===== config.mk =====
export PLATFORM = sky130hd
export DESIGN_NAME = uart_tx_arbiter
export DESIGN_NICKNAME = d
export VERILOG_FILES = /design/src/rtl/uart_tx_arbiter.sv
export SDC_FILE = /design/constraint.sdc
export NUM_CORES = 1
export LEC_CHECK = 0
export ABC_AREA = 0
export CORE_UTILIZATION = 30
export DETAILED_ROUTE_END_ITERATION = 10
export HOLD_SLACK_MARGIN = 0.02
export PLACE_DENSITY = 0.49
export SKIP_LAST_GASP = 1
export SLEW_MARGIN = 20
export SYNTH_ARGS = -nofsm -noshare
export SYNTH_HDL_FRONTEND = slang
export SYNTH_SLANG_ARGS = --single-unit

===== constraint.sdc =====
create_clock -name clk -period 2.01 [get_ports clk]
set_clock_uncertainty 0.2 [all_clocks]
set_input_delay 0.5025 -clock clk [delete_from_list [all_inputs] [get_ports clk]]
set_output_delay 0.5025 -clock clk [all_outputs]
set_load 0.02 [all_outputs]

===== src/rtl/uart_tx_arbiter.sv =====
// Shares one UART transmitter between two byte FIFOs, A-first with a burst limit.
// Define UART_TX_ARB_TIMEOUT_EN to add the tx_done watchdog and timeout_err port.
module uart_tx_arbiter #(
   parameter int DATA_BITS = 8,
   parameter int BURST_LEN = 16,
   parameter int TIMEOUT   = 200000
) (
   input  logic                 clk,
   input  logic                 rst,
   input  logic [DATA_BITS-1:0] data_A,
   input  logic [DATA_BITS-1:0] data_B,
   input  logic                 not_emptyA,
   input  logic                 not_emptyB,
   input  logic                 tx_done,
   output logic                 readA,
   output logic                 readB,
   output logic [DATA_BITS-1:0] tx_data,
   output logic                 tx_start,
   output logic                 src,
`ifdef UART_TX_ARB_TIMEOUT_EN
   output logic                 timeout_err,
`endif
   output logic                 busy
);

   if (BURST_LEN < 1 || BURST_LEN > 255 || TIMEOUT < 1) begin : g_bad_param
      $error("uart_tx_arbiter: BURST_LEN must be 1..255, TIMEOUT >= 1");
   end

   typedef enum logic [2:0] {IDLE, POP, LOAD, SEND, WAIT} state_t;

   localparam logic [7:0] BL = 8'(BURST_LEN);

   state_t               state_q, state_d;
   logic                 src_q, src_d;
   logic                 last_q, last_d;
   logic [7:0]           burst_q, burst_d;
   logic [DATA_BITS-1:0] data_q, data_d;
   logic                 readA_q, readB_q, start_q, busy_q;
   logic                 pick;

`ifdef UART_TX_ARB_TIMEOUT_EN
   localparam int TW = $clog2(TIMEOUT + 1);
   localparam logic [TW-1:0] TMAX = TW'(TIMEOUT - 1);
   logic [TW-1:0] tmr_q, tmr_d;
   logic          err_q, err_d;
`endif

   // Stay on the last source unless its burst is used up and the other one waits.
   always_comb begin
      pick = last_q;
      if (not_emptyA && !not_emptyB)
         pick = 1'b0;
      else if (!not_emptyA && not_emptyB)
         pick = 1'b1;
      else if (burst_q == BL)
         pick = ~last_q;
   end

   always_comb begin
      state_d = state_q;
      src_d   = src_q;
      last_d  = last_q;
      burst_d = burst_q;
      data_d  = data_q;
`ifdef UART_TX_ARB_TIMEOUT_EN
      tmr_d   = tmr_q;
      err_d   = 1'b0;
`endif
      unique case (state_q)
         IDLE: begin
            if (not_emptyA || not_emptyB) begin
               src_d   = pick;
               last_d  = pick;
               state_d = POP;
               if (pick != last_q)
                  burst_d = 8'd1;
               else if (burst_q != BL)
                  burst_d = burst_q + 8'd1;
            end
         end
         POP:  state_d = LOAD;
         LOAD: begin
            data_d  = src_q ? data_B : data_A;
            state_d = SEND;
         end
         SEND: begin
            state_d = WAIT;
`ifdef UART_TX_ARB_TIMEOUT_EN
            tmr_d   = TW'(1);
`endif
         end
         WAIT: begin
            if (tx_done)
               state_d = IDLE;
`ifdef UART_TX_ARB_TIMEOUT_EN
            else if (tmr_q >= TMAX) begin
               state_d = IDLE;
               err_d   = 1'b1;
            end else
               tmr_d = tmr_q + TW'(1);
`endif
         end
         default: state_d = IDLE;
      endcase
   end

   always_ff @(posedge clk or posedge rst) begin
      if (rst) begin
         state_q <= IDLE;
         src_q   <= 1'b0;
         last_q  <= 1'b0;
         burst_q <= 8'd0;
         data_q  <= '0;
         readA_q <= 1'b0;
         readB_q <= 1'b0;
         start_q <= 1'b0;
         busy_q  <= 1'b0;
      end else begin
         state_q <= state_d;
         src_q   <= src_d;
         last_q  <= last_d;
         burst_q <= burst_d;
         data_q  <= data_d;
         readA_q <= (state_d == POP) && !src_d;
         readB_q <= (state_d == POP) && src_d;
         start_q <= (state_d == SEND);
         busy_q  <= (state_d != IDLE);
      end
   end

`ifdef UART_TX_ARB_TIMEOUT_EN
   always_ff @(posedge clk or posedge rst) begin
      if (rst) begin
         tmr_q <= '0;
         err_q <= 1'b0;
      end else begin
         tmr_q <= tmr_d;
         err_q <= err_d;
      end
   end

   assign timeout_err = err_q;
`endif

   assign readA    = readA_q;
   assign readB    = readB_q;
   assign tx_data  = data_q;
   assign tx_start = start_q;
   assign src      = src_q;
   assign busy     = busy_q;

endmodule


---- Word-level counts from Yosys, hierarchy flattened ----
Index checks and enable logic that the tools add are counted.
word-level totals
  bits of input ports ..................... 21
  bits in registers ....................... 25
operators by class
  add/subtract/negate cells ............... 1
  reduce and logical (&&, ||, !) cells .... 13
  bitwise logic cells ..................... 1
  multiplexer cells ....................... 11
  equality and inequality tests ........... 9
operators by type and width
  operator                                       number
  2-to-1 mux 8 bit                               3
  case mux 3 bit (5 select lines)                1
  == test 3 x 2 -> 1 bit, second input constant  3
  adder 8 x 1 -> 8 bit, second input constant    1
  == test 8 x 5 -> 1 bit, second input constant  1
  != test 8 x 5 -> 1 bit, second input constant  1
  == test 3 x 1 -> 1 bit, second input constant  2
  2-to-1 mux 3 bit                               2
  2-to-1 mux 1 bit                               5
  logical AND 1 bit                              4
  == test 3 bit, second input constant           1
  logical NOT 1 bit                              3
  logical NOT 3 bit                              1
  AND reduction 3 bit                            1
  nonzero test 3 bit                             1
  AND reduction 2 bit                            1
  nonzero test 2 bit                             1
  logical OR 1 bit                               1
  != test 1 bit                                  1
  inverter 1 bit                                 1

---- Longest topological paths before layout ----
Gate-level depths: netlist of run 1.
  depth in word-level cells ............... 8
  gate-level depth with buffers ........... 6
  gate-level depth less buffers ........... 6

---- Worst setup path before layout of run 1 ----
Ideal clock, no wire load.
  path kind ............................... input-to-reg
  from .................................... input not_emptyA
  to ...................................... register burst_q[3]
  setup slack ............................. 106 ps
  path buffers ............................ 1
  data required time ...................... 1688 ps
  cell stages on the path ................. 6
  arrival ................................. 1582 ps
  cells stage by stage .................... buf_2 -> nor2b_1 -> mux2i_1 -> a21bo_1 -> a211o_1 -> a32o_1
between the ends
  word-level cells in the longest chain between the ends .. 7
  elaborated cells between the ends (all ways) .. 10
RTL lines
  element                               line  text
  from (decl)                           12    input logic not_emptyA,
  logical NOT 1 bit                     54    else if (!not_emptyA && not_emptyB)
  logical AND 1 bit                     54
  2-to-1 mux 1 bit                      54
  2-to-1 mux 1 bit                      52    if (not_emptyA && !not_emptyB)
  != test 1 bit                         76    if (pick != last_q)
  nonzero test 2 bit (no source line)   n/a
  AND reduction 3 bit (no source line)  n/a
  to (signal assigned)                  123   burst_q <= burst_d;
  to (decl)                             37    logic [7:0] burst_q, burst_d;
Parallel ways exist; a longest one is shown, timed or not.
A chain may end at the register's enable or synchronous reset.

---- Final worst setup path of run 1 ----
  from .................................... register data_q[3] (netlist: tx_data[3])
  to ...................................... output tx_data[3]
RTL lines
  element                 line  text
  from (decl)             38    logic [DATA_BITS-1:0] data_q, data_d;
  from (signal assigned)  124   data_q <= data_d;
  to (decl)               17    output logic [DATA_BITS-1:0] tx_data,
No word-level cell between the ends.

==> impl_results.md, run 1 <==
* CP delay by family, top: buffers and inverters
* Hold buffer count at cts at 0
* Area Growth Syn to Fin at 41.0%
* GRT Resource Usage Total at about 15%
* Clock share of power at 12.1%
* Worst-path maximum fanout at 2
* Detail-routed via count per cell at 4.82
* Hold EP: tx_data[6]$_DFFE_PP0N_
* Post-DP HPWL at between 2000 and 2500 µm
* Hold WS at 0.342 ns
* CP startpoint kind: flip-flop
* Core area at 4120 µm²
* Synth Warn # at 0
* Placer Congestion at 0.790
* Drt first pass iters at 4
* Leakage Power at 0.826 nW
* Crit path cell chain: clkdlybuf4s50_1
* Largest net degree at the start of global routing at 26
* DP Area at approximately 1800 µm²
* Vert. Die Dim at 68.6 µm
* Seq/Total Area, Yosys at 47.1%
* Die area at 4700 µm²
* Seq pwr share at 36.0%
* Worst Hold Depth at 2
* Setup Crit Path Kind: flip-flop to output pin
* Synthesized area at 1330 µm²
* # rows at 23
* CP arrival at 1.26 ns
* Combinational share of power at 51.9%
* Number of enable flip-flop cells after synthesis at 0
* Final period util at 97.8%
* Initial DRC Count at 43
* Top-count cell post-synth: dfrtp_1
* Internal at 0.00153 W
* Psw at just over 0.001 W
* Vias in the first global route at 1,159
* H-tree depth at 1
* Post-synth top area share at about 47%
* Die X at between 60 and 70 µm
* Final Cell Area at 1870 µm²
* Initial antenna violation count at 0
* GR Overflow Total at 0
* Remaining DRCs at 0
* Clock slew at reported path FFs at 0.09 ns
* Syn avg cell area at 9.70 µm²
* ANT nets after route at 0
* Average routed wire per standard cell at 12.4 µm
* PD cells at 1360 nW/µm²
* Reg2Reg Depth at 5
* Clock tree root buffer cell: clkbuf_8
* Min-delay src: tx_data[6]$_DFFE_PP0N_
* Leading area contributor after synthesis: dfrtp_1
* Hold Crit Class: flip-flop to flip-flop
* Layout cells sized above 1 at 17.3%
* Slowest library cell on the worst path: clkdlybuf4s50_1
* CTS Buf Count at 3
* Nets at between 200 and 250
* Least-Margin Pin Slew at roughly 0.33 ns
* Seq cells post-synth at 25
* N_diodes at 0
* TritonCTS clock tree: done
* Max-Cap Viols at 0
* Fin crit period at 1.97 ns
* RSZ-0062 raised after global routing: false
* Max-slew headroom at 77.5%
* Reg-to-reg endpoint: burst_q[3]$_DFFE_PP0P_
* Final hold violation count at 0
* I/O pins at 34
* FF-to-FF Start: burst_q[5]$_DFFE_PP0P_
* Syn nets at 160
* Clk sinks at 25
* Clock latency on the worst-skew pair at 0.28 ns
* Starting density of the core at 32.3%
* Peak per-stage delay on the critical path at 0.62 ns
* Status: completed
* Reg2Reg Setup Slack at 0.09 ns
* Filler cells at slightly above 400
* Final WL at 2910 µm
* Top cells by area, synth: dfrtp_1 47%, mux2i_1 7.5%, a21oi_1 4.9%, nand2_1 4.0%, nor2_1 4.0%
* Post-synthesis async set-or-reset flop share at 100%
* Fmax at around 510 MHz
* Crit path buffers/inverters at 1
* Net Sw Frac at between 30% and 40%
* Final setup fails at 0
* First-pass GRT wire length at 5250 µm
* Number of cells produced by synthesis at 137
* Slew Limit Fails at 0
* Critical Path RT at between 1 and 1.5 ns
* Crit. End Element: output pin
* Port Buffers at 33
* Clock buffer depth at 2
* Main synth FF type: dfrtp_1
* Vias at ~1,100
* Post-synth top cells: 25 x dfrtp_1, 14 x nand2_1, 14 x nor2_1, 13 x a21oi_1, 10 x mux2i_1
* Distinct cells, synth at 38
* IR drop worst, VDD at 0.500 mV
==> worst max path at each step <==
stage,slack (ns),to,cells past startpoint,startpoint
after detailed placement,-0.41,burst_q[3]$_DFFE_PP0P_,6,not_emptyB
after global routing,0.01,tx_data[1],1,tx_data[1]$_DFFE_PP0N_
after floorplan,0.11,burst_q[3]$_DFFE_PP0P_,6,not_emptyA
after global placement,-0.34,burst_q[3]$_DFFE_PP0P_,6,not_emptyB
final,0.04,tx_data[3],1,tx_data[3]$_DFFE_PP0N_
after CTS,0.04,tx_data[2],1,tx_data[2]$_DFFE_PP0N_
==> kinds of logic (layout without fill, tap and decap cells) <==
group / Yosys count / in the layout / share of synthesized area, %
multiplexers: 10 / 10 / 7.53
adder cells (fa/ha/maj): 2 / 2 / 1.88
AO/OA/AOI/OAI: 30 / 30 / 14.1
AND/OR/NAND/NOR: 58 / 58 / 25.0
flip-flops: 25 / 25 / 47.1
buffers and inverters: 10 / 58 / 3.01
XOR/XNOR: 2 / 2 / 1.32
==> sequential cells by signal (all words and copies together) (netlist names) <==
signal,cells
readB,1
last_q,1
src,1
state_q,3
busy,1
burst_q,8
readA,1
tx_start,1
tx_data,8
==> metal layers <==
| metal | vias to the layer above | share of wire [%] | global-route usage (%) |
|---|---|---|---|
| met1 | 518 | 49 | 19.7 |
| met4 | 0 | 2.1 | 7.81 |
| li1 | 578 | - | - |
| met2 | 32 | 43 | 24.1 |
| met3 | 5 | 5.2 | 3.13 |
| met5 | - | 0 | 0 |
==> stage by stage <==
stage / std cells / setup WS (ns) / total power, W / setup TNS, ns / util, %
after floorplan: 137 / 0.106 / 0.00170 / 0 / -
after global placement: 231 / -0.341 / 0.00224 / -1.95 / 44.2
after detailed placement: 231 / -0.408 / 0.00226 / -2.38 / 44.2
after CTS: 235 / 0.0355 / 0.00259 / 0 / 45.4
after global routing: 235 / 0.0107 / 0.00277 / 0 / 45.5
final: 235 / 0.0438 / 0.00255 / 0 / 45.5
==> repair_timing <==
action | in CTS | in global routing
gates resized for setup | 3 | 3
setup endpoints to repair | 4 | 3
setup buffers | 0 | 0
==> power by group through the flow <==
stage | registers (W) | logic [W] | clock network, W
floorplan | 0.00103 | 0.000665 | 0
global placement | 0.000924 | 0.00132 | 0
detailed placement | 0.000925 | 0.00134 | 0
CTS | 0.000921 | 0.00134 | 0.000323
global route | 0.000961 | 0.00147 | 0.000338
finish | 0.000917 | 0.00132 | 0.000308
==> layout by cell type (no fill, tap or decap), drive strengths merged, types with 2 or more instances in the layout <==
master,instances
nor2b,3
nor3b,2
nor2,14
dfrtp,25
nand3,7
dlymetal6s2s,2
mux2i,10
o31ai,2
dlygate4sd2,2
clkdlybuf4s50,29
clkbuf,4
o21ai,6
nand2,14
a31o,2
nand2b,2
inv,5
nand3b,2
or2,2
and2,3
or3,3
a21oi,13
nor3,2
a21o,2
buf,16
ha,2
==> worst min-delay path, cell delays in order (launching register included) <==
cell	delay (ns)
dfrtp_1	0.36
nor2_1	0.05
a21oi_1	0.10
==> final cells by class <==
| cell class | instances | area, µm² | area share [%] |
|---|---|---|---|
| Multi-Input combinational cell | 102 | 668 | 35.7 |
| Clock buffer | 4 | 45.0 | 2.40 |
| Tap cell | 50 | 62.6 | 3.34 |
| Sequential cell | 25 | 626 | 33.4 |
| Timing Repair Buffer | 49 | 453 | 24.2 |
| Inverter | 5 | 18.8 | 1.00 |
(Power assumes the default switching activity.)
==> run 2, diff against run 1 <==
--- a/config.mk
+++ b/config.mk
@@ -6,6 +6,7 @@
 export NUM_CORES = 1
 export LEC_CHECK = 0
 export ABC_AREA = 0
+export CORE_MARGIN = 2
 export CORE_UTILIZATION = 30
 export DETAILED_ROUTE_END_ITERATION = 10
 export HOLD_SLACK_MARGIN = 0.02
==> run 2 against run 1 <==
Compared with the run above:
- register-to-register slack got worse by 0.02 ns
- clock-buffer cell count unchanged
- critical path depth unchanged
- worst setup slack improved by 0.021 ns
- non-clock buffer count decreased by 1
- die area increased by 5.9%
- flip-flop and latch count unchanged
- via count increased by 1.3%
- global-route usage decreased by 1.5 points
- hold slack got worse by 0.021 ns
- maximum frequency increased by 1.1%
- clock power decreased by 5%
- highest routed layer unchanged
==> impl_results.md, run 2 (synthesis results as in run 1) <==
* Clock tree root buffer cell: clkbuf_8
* Area Growth Syn to Fin at 39.8%
* GR Overflow Total at 0 (unchanged)
* CP startpoint kind: flip-flop
* Drt first pass iters at 4 (unchanged)
* Fmax at 514 MHz (+1.1%)
* Final worst slack at 0.0647 ns (+0.0209 ns)
* Setup Crit Path Kind: flip-flop to output pin
* First-pass GRT wire length at 5460 µm (+4.1%)
* Peak per-stage delay on the critical path at 0.61 ns (about the same)
* Crit. End Element: output pin
* Final setup fails at 0 (unchanged)
* Crit path buffers/inverters at 1 (unchanged)
* DP Area at 1820 µm² (-0.28%)
* Vias in the first global route at 1,209 (+4.3%)
* Initial antenna violation count at 0 (unchanged)
* I/O pins at 34 (unchanged)
* Power Total at 0.00252 W (-1.2%)
* Status: completed
* Clk sinks at 25 (unchanged)
* Final period util at 96.8% (-1.0 points)
* Detail-routed via count per cell at 4.86 (+0.89%)
* Final hold violation count at 0 (unchanged)
* DP Worst Slack at -0.399 ns (+0.00931 ns)
* Clock slew at reported path FFs at 0.09 ns (about the same)
* Largest net degree at the start of global routing at 19 (-27%)
* Most frequent cells in the layout: 31 x clkdlybuf4s50_1, 25 x dfrtp_1, 15 x buf_4
* Placer Congestion at 0.873 (+10%)
* Max-Cap Viols at 0 (unchanged)
* Clock buffer depth at 2 (unchanged)
* N_diodes at 0 (unchanged)
* Nets at 208 (-0.48%)
* H-tree depth at 1 (unchanged)
* # rows at 24 (+4.3%)
* RSZ-0062 raised after global routing: true
* PD cells at 1350 nW/µm² (-0.36%)
* Port Buffers at 33 (unchanged)
* Post-CTS setup buffer count at 0 (unchanged)
* Most common cell after layout, fill and taps aside: clkdlybuf4s50_1
* Final Cell Area at 1860 µm² (-0.80%)
* CP arrival at 1.24 ns (-0.02 ns)
* Final WL at 3040 µm (+4.4%)
* Least-Margin Pin Slew at 0.409 ns (+0.0749 ns)
* Max-slew headroom at 72.5% (-5.0 points)
* Initial DRC Count at 82 (+91%)
* Slew Limit Fails at 0 (unchanged)
* TritonCTS clock tree: done
* Vert. Die Dim at 70.6 µm (+2.9%)
* ANT nets after route at 0 (unchanged)
* Critical Path RT at 1.31 ns (about the same)
* Vias at 1,148 (+1.3%)
* Post-DP HPWL at 2460 µm (+12%)
* Starting density of the core at 30.7% (-1.6 points)
* Filler cells at 429 (+6.2%)
* Die X at 70.6 µm (+2.9%)
* FF+latch area at 626 µm² (unchanged)
* GRT Resource Usage Total at 13.8% (-1.5 points)
* Average routed wire per standard cell at 12.9 µm (+4.0%)
* Hold Crit Class: input port to async pin
* Leakage Power at 0.807 nW (-2.2%)
* Worst-path maximum fanout at 2 (unchanged)
* IR drop worst, VDD at 0.607 mV (+21%)
* Crit path cell chain: clkdlybuf4s50_1
* Fin crit period at 1.95 ns (-0.0209 ns)
* CTS Buf Count at 3 (unchanged)
* Clock latency on the worst-skew pair at 0.27 ns (about the same)
* Die area at 4980 µm² (+5.9%)
* CP delay by family, top: buffers and inverters
* Layout cells sized above 1 at 16.3% (-0.99 points)
* Core area at 4320 µm² (+5.1%)
* Remaining DRCs at 0 (unchanged)
* Multi-input logic area at 663 µm² (-0.75%)
* Slowest library cell on the worst path: clkdlybuf4s50_1
* Setup TNS at 0 ns (unchanged)
==> run 2: cell count changes in the layout (fill, tap and decap cells not counted) <==
cell             before  now
clkdlybuf4s50_1      29   31
dlymetal6s2s_1        2    0
buf_4                16   15
nor3b_1               0    1
nor3b_2               2    1
o21ai_0               5    6
o21ai_1               1    0
==> run 2: cell type report <==
cell class	count	share of cell area, %
Inverter	5	1.01
Tap cell	52	3.50
Timing Repair Buffer	48	23.7
Multi-Input combinational cell	102	35.7
Clock buffer	4	2.42
Sequential cell	25	33.7
==> run 2: repair_timing <==
item | 4_1_cts | 5_1_grt
setup endpoints to repair | 3 | 2
gates resized for setup | 2 | 0
pin swaps | 0 | 1
hold buffers | 0 | 0
==> run 2: stage by stage <==
step | std cells | hold slack, ns | utilization, %
2_1_floorplan | 137 | 0.297 | -
3_3_place_gp | 232 | 0.309 | 42.0
3_5_place_dp | 232 | 0.320 | 42.0
4_1_cts | 236 | 0.323 | 43.0
5_1_grt | 236 | 0.353 | 43.0
6_report | 236 | 0.321 | 43.0
==> run 2: worst register-to-register path, stage by stage, from the launching register on <==
cell and delay (ns):
dfrtp_1 0.45, nor4b_4 0.34, nand3_4 0.16, a21bo_1 0.19, a211o_1 0.29, a32o_1 0.20
==> run 2: final timing paths <==
path	depth (start not counted)	startpoint	end	slack [ns]
hold reg to reg	2	tx_data[6]$_DFFE_PP0N_	tx_data[6]$_DFFE_PP0N_	0.33
max in group asynchronous	3	rst	state_q[0]$_DFF_PP0_	1.03
setup reg to reg	5	burst_q[6]$_DFFE_PP0P_	burst_q[3]$_DFFE_PP0P_	0.07
min in group clk	2	tx_data[6]$_DFFE_PP0N_	tx_data[6]$_DFFE_PP0N_	0.33
setup / recovery	1	src$_DFF_PP0_	src	0.06
hold / removal	3	rst	burst_q[4]$_DFFE_PP0P_	0.32
==> run 2: report_power, final <==
group	switching (W)	internal, W
combinational	0.000650	0.000645
clock	0.000150	0.000142
sequential	0.000209	0.000722
total	0.00101	0.00151
==> run 2: layer usage <==
metal	part of all wire, %	up-vias	global-route usage (%)
met3	5.5	8	4.27
met1	44	536	16.8
li1	-	573	-
met5	0	-	0
met2	49	31	23.5
met4	1.7	0	4.19
